`config.mk`:
```
export PLATFORM = sky130hd
export DESIGN_NAME = cpu_step_ctrl
export DESIGN_NICKNAME = d
export VERILOG_FILES = /design/src/rtl/cpu_step_ctrl.sv
export SDC_FILE = /design/constraint.sdc
export NUM_CORES = 1
export LEC_CHECK = 0
export CORE_MARGIN = 4
export CORE_UTILIZATION = 40
export CTS_BUF_LIST = sky130_fd_sc_hd__clkbuf_8
export DETAILED_ROUTE_END_ITERATION = 10
export PLACE_DENSITY_LB_ADDON = 0.2
export RECOVER_POWER = 25
export SETUP_SLACK_MARGIN = 0.1
export SLEW_MARGIN = 0
export SYNTH_ARGS = -nofsm -noshare
export SYNTH_HDL_FRONTEND = slang
export SYNTH_SLANG_ARGS = --single-unit
```
`constraint.sdc`:
```
create_clock -name CLK -period 4.8 [get_ports CLK]
set_input_delay 0.72 -clock CLK [delete_from_list [all_inputs] [get_ports CLK]]
set_output_delay 0.72 -clock CLK [all_outputs]
set_load 0.005 [all_outputs]
```
`src/rtl/cpu_step_ctrl.sv`:
```
// Single-step / continuous-run controller for a teaching CPU: it debounces a push-button
// and turns presses into cpu_en clock enables, with halt handling and a CPU restart sequence.
module cpu_step_ctrl #(
  parameter int DEB_CNT = 1000000,
  parameter int RUN_DIV = 50000000,
  parameter int RST_LEN = 4
) (
  input  logic        CLK,
  input  logic        Reset,
  input  logic        Button,
  input  logic        Mode,
  input  logic        Halt,
  output logic        cpu_en,
  output logic        cpu_rst,
  output logic [15:0] step_cnt,
  output logic [2:0]  state
);
  localparam int DW = (DEB_CNT > 1) ? $clog2(DEB_CNT) : 1;
  localparam int VW = (RUN_DIV > 1) ? $clog2(RUN_DIV) : 1;
  localparam int RW = (RST_LEN > 1) ? $clog2(RST_LEN) : 1;

  typedef enum logic [2:0] {
    RST  = 3'd0,
    IDLE = 3'd1,
    STEP = 3'd2,
    RUN  = 3'd3,
    HALT = 3'd4
  } st_t;

  st_t           cur, nxt;
  logic [1:0]    sync;
  logic          deb_lvl, deb_d;
  logic [DW-1:0] deb_cnt;
  logic [VW-1:0] div, div_nxt;
  logic [RW-1:0] rcnt, rcnt_nxt;
  logic          en_nxt;
  logic          press;

  // One-cycle event on the debounced rising edge; release is ignored.
  assign press = deb_lvl & ~deb_d;
  assign state = cur;

  always_comb begin
    nxt      = cur;
    div_nxt  = div;
    rcnt_nxt = rcnt;
    en_nxt   = 1'b0;
    case (cur)
      RST:
        if (rcnt == RW'(RST_LEN - 1)) nxt = IDLE;
        else rcnt_nxt = rcnt + 1'b1;
      IDLE:
        if (Halt) nxt = HALT;
        else if (press) begin
          nxt     = Mode ? RUN : STEP;
          en_nxt  = ~Mode;
          div_nxt = '0;
        end
      STEP: nxt = IDLE;
      RUN:
        // Exits win over the terminal count, so a leaving cycle never pulses.
        if (Halt) nxt = HALT;
        else if (press || !Mode) nxt = IDLE;
        else if (div == VW'(RUN_DIV - 1)) begin
          div_nxt = '0;
          en_nxt  = 1'b1;
        end else div_nxt = div + 1'b1;
      HALT:
        if (press) begin
          nxt      = RST;
          rcnt_nxt = '0;
        end
      default: nxt = RST;
    endcase
  end

  always_ff @(posedge CLK) begin
    if (Reset) begin
      sync     <= '0;
      deb_lvl  <= 1'b0;
      deb_d    <= 1'b0;
      deb_cnt  <= '0;
      cur      <= RST;
      div      <= '0;
      rcnt     <= '0;
      cpu_en   <= 1'b0;
      cpu_rst  <= 1'b1;
      step_cnt <= '0;
    end else begin
      sync  <= {sync[0], Button};
      deb_d <= deb_lvl;
      if (sync[1] == deb_lvl) deb_cnt <= '0;
      else if (deb_cnt == DW'(DEB_CNT - 1)) begin
        deb_cnt <= '0;
        deb_lvl <= sync[1];
      end else deb_cnt <= deb_cnt + 1'b1;
      cur     <= nxt;
      div     <= div_nxt;
      rcnt    <= rcnt_nxt;
      cpu_en  <= en_nxt;
      cpu_rst <= (nxt == RST);
      if (nxt == RST) step_cnt <= '0;
      else if (en_nxt && step_cnt != 16'hFFFF) step_cnt <= step_cnt + 1'b1;
    end
  end
endmodule
```
# Yosys cells after proc, flatten, opt, wreduce, memory -nomap -nowiden
# Index checks and enable logic that the tools add are counted.
[totals]
regBits = 73
inputBits = 5
output_inout_bits = 21
wordCells = 68
[classes]
add_sub_neg = 4
n_eq_ne = 15
n_mux = 23
bitwise_logic = 4
n_reduce_logical = 12
[ops]
columns = ["cell", "n"]
rows = [
  ["26-bit 2-to-1 mux", 5],
  ["26-bit one-hot mux with 2 select lines", 1],
  ["26-bit by 1-bit adder with 26-bit output (second input constant)", 1],
  ["26-bit equality test (second input constant)", 1],
  ["20-bit by 1-bit adder with 20-bit output (second input constant)", 1],
  ["20-bit equality test (second input constant)", 1],
  ["3-bit 2-to-1 mux", 6],
  ["16-bit by 1-bit adder with 16-bit output (second input constant)", 1],
  ["16-bit != test (second input constant)", 1],
  ["3-bit one-hot mux with 5 select lines", 1],
  ["2-bit != test (second input constant)", 6],
  ["3-bit by 2-bit equality test with 1-bit output (second input constant)", 2],
  ["3-bit zero test", 2],
  ["1-bit 2-to-1 mux", 6],
  ["5-bit AND reduction", 1],
  ["2-bit 2-to-1 mux", 2],
  ["2-bit one-hot mux with 2 select lines", 1],
  ["2-bit nonzero test", 2],
  ["3-bit by 1-bit equality test with 1-bit output (second input constant)", 1],
  ["3-bit equality test (second input constant)", 1],
  ["1-bit NOT", 3],
  ["3-bit AND reduction", 1],
  ["3-bit OR reduction", 1],
  ["2-bit by 1-bit adder with 2-bit output (second input constant)", 1],
  ["9 further kinds", 9],
]

# Depth between registers and ports, before layout
[depth]
depth_word = 8
depth_mapped = 8
mapped_depth_nobuf = 8

# Worst setup path before layout
# OpenSTA, ideal clock, no wires.
[synth_timing]
path_type = "reg2reg"
from = "register div[0]"
to = "register step_cnt[14]"
arrival_time_ns = 2.353
required_ns = 4.730
slack_ns = 2.377
stages_incl_launch_ff = 8
synth_period_minus_slack_ns = 2.423
cell_sequence = "dfxtp_1 -> ha_1 -> nand4_1 -> or4_2 -> nor3_4 -> o21ai_2 -> or4_1 -> a21oi_1"
[synth_via]
elab_chain_len = 6
[synth_lines]
columns = ["element", "line", "rtl"]
rows = [
  ["from (decl)", "34", "logic [VW-1:0] div, div_nxt;"],
  ["from (signal assigned)", "98", "div <= div_nxt;"],
  ["26-bit equality test", "64", "else if (div == VW'(RUN_DIV - 1)) begin"],
  ["1-bit 2-to-1 mux", "64", ""],
  ["1-bit 2-to-1 mux", "63", "else if (press || !Mode) nxt = IDLE;"],
  ["1-bit 2-to-1 mux", "62", "if (Halt) nxt = HALT;"],
  ["1-bit one-hot mux with 2 select lines", "48", "case (cur)"],
  ["1-bit logical AND", "103", "else if (en_nxt && step_cnt != 16'hFFFF) step_cnt <= step_cnt + 1'b1;"],
  ["to (signal assigned)", "103", ""],
  ["to (decl)", "15", "output logic [15:0] step_cnt,"],
]
# No other way between the ends.
# A chain may end at the register's enable or synchronous reset.

# Worst setup path after layout
[layout_timing]
from = "input port Mode"
to = "register step_cnt[2]"
[layout_via]
elab_chain_len = 7
elab_cells_between_ends = 17
[layout_lines]
columns = ["element", "line", "rtl"]
rows = [
  ["from (decl)", "11", "input logic Mode,"],
  ["1-bit zero test", "63", ""],
  ["1-bit logical OR", "63", ""],
  ["3-bit 2-to-1 mux", "63", ""],
  ["3-bit 2-to-1 mux", "62", ""],
  ["3-bit one-hot mux with 5 select lines", "48", ""],
  ["3-bit zero test", "102", "if (nxt == RST) step_cnt <= '0;"],
  ["2-bit OR reduction (no line)", "-", ""],
]
# Several ways; a longest one is shown, not always the timed one.

==> results.py <==
metrics = {
    "worst_setup_path": {
        "cp-start-kind": "input pin",
        "worstSetupPathType": "in2reg",
        "required_ps": 5030,
        "path_max_fanout": 15,
        "worstPathArrival_ps": 3140,
        "worst-r2r-cell-count": 7,
        "cp-end-kind": "flop",
    },
    "power_and_ir_drop": {
        "leakagePower_nw": 1.34,
        "seqPwrFrac_pct": 47.1,
        "p_per_area_nw_per_um2": 329,
        "p_sw_share_pct": 20.7,
        "combinationalPowerShare_pct": 5.9,
        "vdd_ir_drop_max_mv": 0.240,
        "intPower_mw": 1.06,
        "p_clk_share_pct": 47.0,
        "power_mw": 1.34,
        "p_sw_mw": 0.276,
    },
    "floorplan": {
        "core_area_um2": 8300,
        "num_rows": 33,
        "start_util_pct": 41.5,
        "die_area_um2": 10200,
        "io_pins": 26,
        "fp.dieH_um": 101,
        "die_w_um": 101,
    },
    "timing": {
        "worst_hold_slack_ps": 434,
        "maxSlewHeadroom_pct": 47.4,
        "tightest_slew_ps": 778,
        "max_freq_mhz": 344,
        "setup_viol": 0,
        "min_period_ps": 2910,
        "finalHoldViolations": 0,
        "rsz0062_at_grt": "no",
        "skew_ps": 9.40,
        "report.final.slew_viol_count": 0,
        "finalCritPeriodShare_pct": 60.6,
        "finalSetupTns_ps": 0,
    },
    "routing": {
        "vias": 2866,
        "dr.pass1.iters": 4,
        "postRouteAntennaNets": 0,
        "wl_met1_um": 3620,
        "drt_iter0_markers": 93,
        "wl_met2_um": 3130,
        "detail_route.wl_per_cell_um": 12.9,
        "wl_um": 7140,
        "viasPerCell": 5.19,
        "wl_met3_um": 233,
        "drc_errors": 0,
        "top_layer": "met4",
    },
    "layout": {
        "n_antenna_cell": 0,
        "nFillCells": 829,
        "synthToLayoutAreaGrowth_pct": 17.8,
        "nets": 452,
        "drive_above_1_share_pct": 6.94,
        "fin_cells": 552,
    },
    "status": {
        "status": "finished clean",
    },
    "place": {
        "place_hpwl_um": 5070,
        "io_buffers": 25,
        "place_congestion": 0.863,
        "dp.cells": 537,
    },
    "global_routing": {
        "grt_pass1_wl_um": 12500,
        "antenna_found_initial": 0,
        "grt_pass1_vias": 2714,
        "grt_max_degree": 21,
        "grt_remaining_overflow": 0,
        "grt_util_all_layers_pct": 15.0,
    },
    "synthesis": {
        "synth.distinct_cells": 55,
        "synth-async-reset-ratio_pct": 0,
        "syn_avg_cell_area_um2": 8.34,
        "synth_area_um2": 3440,
        "syn_inst": 413,
        "synthFlopType": "dfxtp_1",
        "ys_warn_count": 0,
        "synth-edff-count": 0,
        "synth_nets": 422,
        "synth_seq_cells": 73,
        "ys_seq_area_share_pct": 42.4,
    },
    "clock_tree": {
        "clkLatencyLatePin_ps": 340,
        "cts_htree_levels": 3,
        "cts_tree": "done",
        "postCtsSetupBuffers": 0,
        "root_buffer": "clkbuf_8",
        "post_cts_resized": 0,
        "ctsHoldBuffers": 0,
        "clk_pin_slew_ps": 70,
        "cts_sinks": 73,
        "cts_buffers": 9,
        "clockBufferDepth": 2,
    },
    "hold_path": {
        "min_path_type": "reg2reg",
        "hold_depth": 1,
    },
    "flow_run": {
        "maxCapViolations": 0,
    },
}
-- cell families (layout without fill, tap and decap cells) --
family / count (synthesis) / after routing / synth area share (%)
flops: 73 / 73 / 42.4
mux: 6 / 6 / 1.78
compound gates: 52 / 52 / 9.01
simple gates: 219 / 219 / 33.0
buf+inv: 22 / 56 / 2.91
fa+ha+maj: 4 / 4 / 1.45
xor+xnor: 37 / 37 / 9.41
-- cells in the final DEF, fill, tap and decap left out, types with 4 or more instances in the layout --
master           count
a21oi_1             23
and3_1               5
bufinv_16            4
clkbuf_8            10
clkdlybuf4s50_1      8
dfxtp_1             73
dlygate4sd3_1       17
ha_1                 4
inv_1               14
mux2i_1              5
nand2_1             37
nand2b_1             5
nand3_1             27
nand4_1             13
nor2_1              64
nor2b_1              5
nor3_1              14
nor4_1               5
o21ai_0             13
or3_1               11
or4_1                6
xnor2_1             18
xor2_1              19
-- per-layer routing --
metal	track usage (%)	vias to the layer above
met1	19.7	1311
met3	3.46	12
met5	0	-
met4	6.84	0
li1	-	1510
met2	23.2	33
-- path summary, 6_finish.rpt --
check                 startpoint                  endpoint  slack, ps
max                         Mode  step_cnt[2]$_SDFFE_PP0P_       1890
min           sync[0]$_SDFF_PP0_        sync[1]$_SDFF_PP0_        430
max reg2reg  div[0]$_SDFFE_PP0P_  step_cnt[7]$_SDFFE_PP0P_       1940
min reg2reg   sync[0]$_SDFF_PP0_        sync[1]$_SDFF_PP0_        430
-- flip-flops by register name, summed over array words and instances (netlist names) --
register and cells:
cpu_rst 1, div 26, deb_cnt 20, sync 2, deb_d 1, cpu_en 1
rcnt 2, state 3, deb_lvl 1, step_cnt 16
-- final cells by class --
cell class / instances / area [um2] / area share (%)
sequential: 73 / 1460 / 36.0
tap: 105 / 131 / 3.24
multi-input combinational: 318 / 1880 / 46.4
timing repair buffer: 27 / 265 / 6.54
clock buffer: 10 / 138 / 3.39
inverter: 14 / 52.6 / 1.29
clock inverter: 5 / 128 / 3.14
-- through the flow --
stage                     worst slack, ps  instance area [um2]  utilization (%)
after detailed placement             1540                 3790             45.7
after global placement               1600                 3790             45.7
after CTS                            1910                 4060             48.9
after global routing                 1660                 4060             48.9
final                                1890                 4060             48.9
after floorplan                      2380                 3440                -
-- power groups by stage --
| stage | Combinational [mW] | Clock [mW] | Sequential (mW) |
|---|---|---|---|
| floorplan | 0.0605 | 0 | 0.639 |
| global placement | 0.0764 | 0 | 0.642 |
| detailed placement | 0.0791 | 0 | 0.643 |
| CTS | 0.0802 | 0.651 | 0.629 |
| global route | 0.0932 | 0.671 | 0.631 |
| finish | 0.0786 | 0.628 | 0.629 |
-- worst max-delay path, cell delays in order --
cell	delay, ps
clkdlybuf4s50_1	470
nor4b_1	710
o22ai_1	240
a32oi_1	200
nand2_1	180
inv_1	370
or4_1	180
nand2_1	50
-- synth_stat cells, drive strengths merged (2+ instances only) --
| cell | number | area share [%] |
|---|---|---|
| dfxtp | 73 | 42 |
| nor2 | 64 | 7.0 |
| nand2 | 37 | 4.0 |
| nand3 | 27 | 3.9 |
| a21oi | 23 | 3.3 |
| xor2 | 19 | 4.8 |
| xnor2 | 18 | 4.6 |
| nor3 | 15 | 2.5 |
| o21ai | 15 | 2.3 |
| inv | 14 | 1.5 |
| nand4 | 13 | 2.4 |
| or3 | 13 | 2.4 |
| or4 | 9 | 2.1 |
| and3 | 6 | 1.1 |
| mux2i | 5 | 1.5 |
| nand2b | 5 | 0.91 |
| nor2b | 5 | 0.91 |
| nor4 | 5 | 0.91 |
| and2 | 4 | 0.73 |
| buf | 4 | 0.94 |
| clkbuf | 4 | 0.44 |
| ha | 4 | 1.5 |
| nor4b | 3 | 0.76 |
| o211ai | 3 | 0.80 |
| o31ai | 3 | 0.65 |
| nand3b | 2 | 0.44 |
| nor4bb | 2 | 0.58 |
| or4b | 2 | 0.58 |
(Power assumes the default switching activity.)
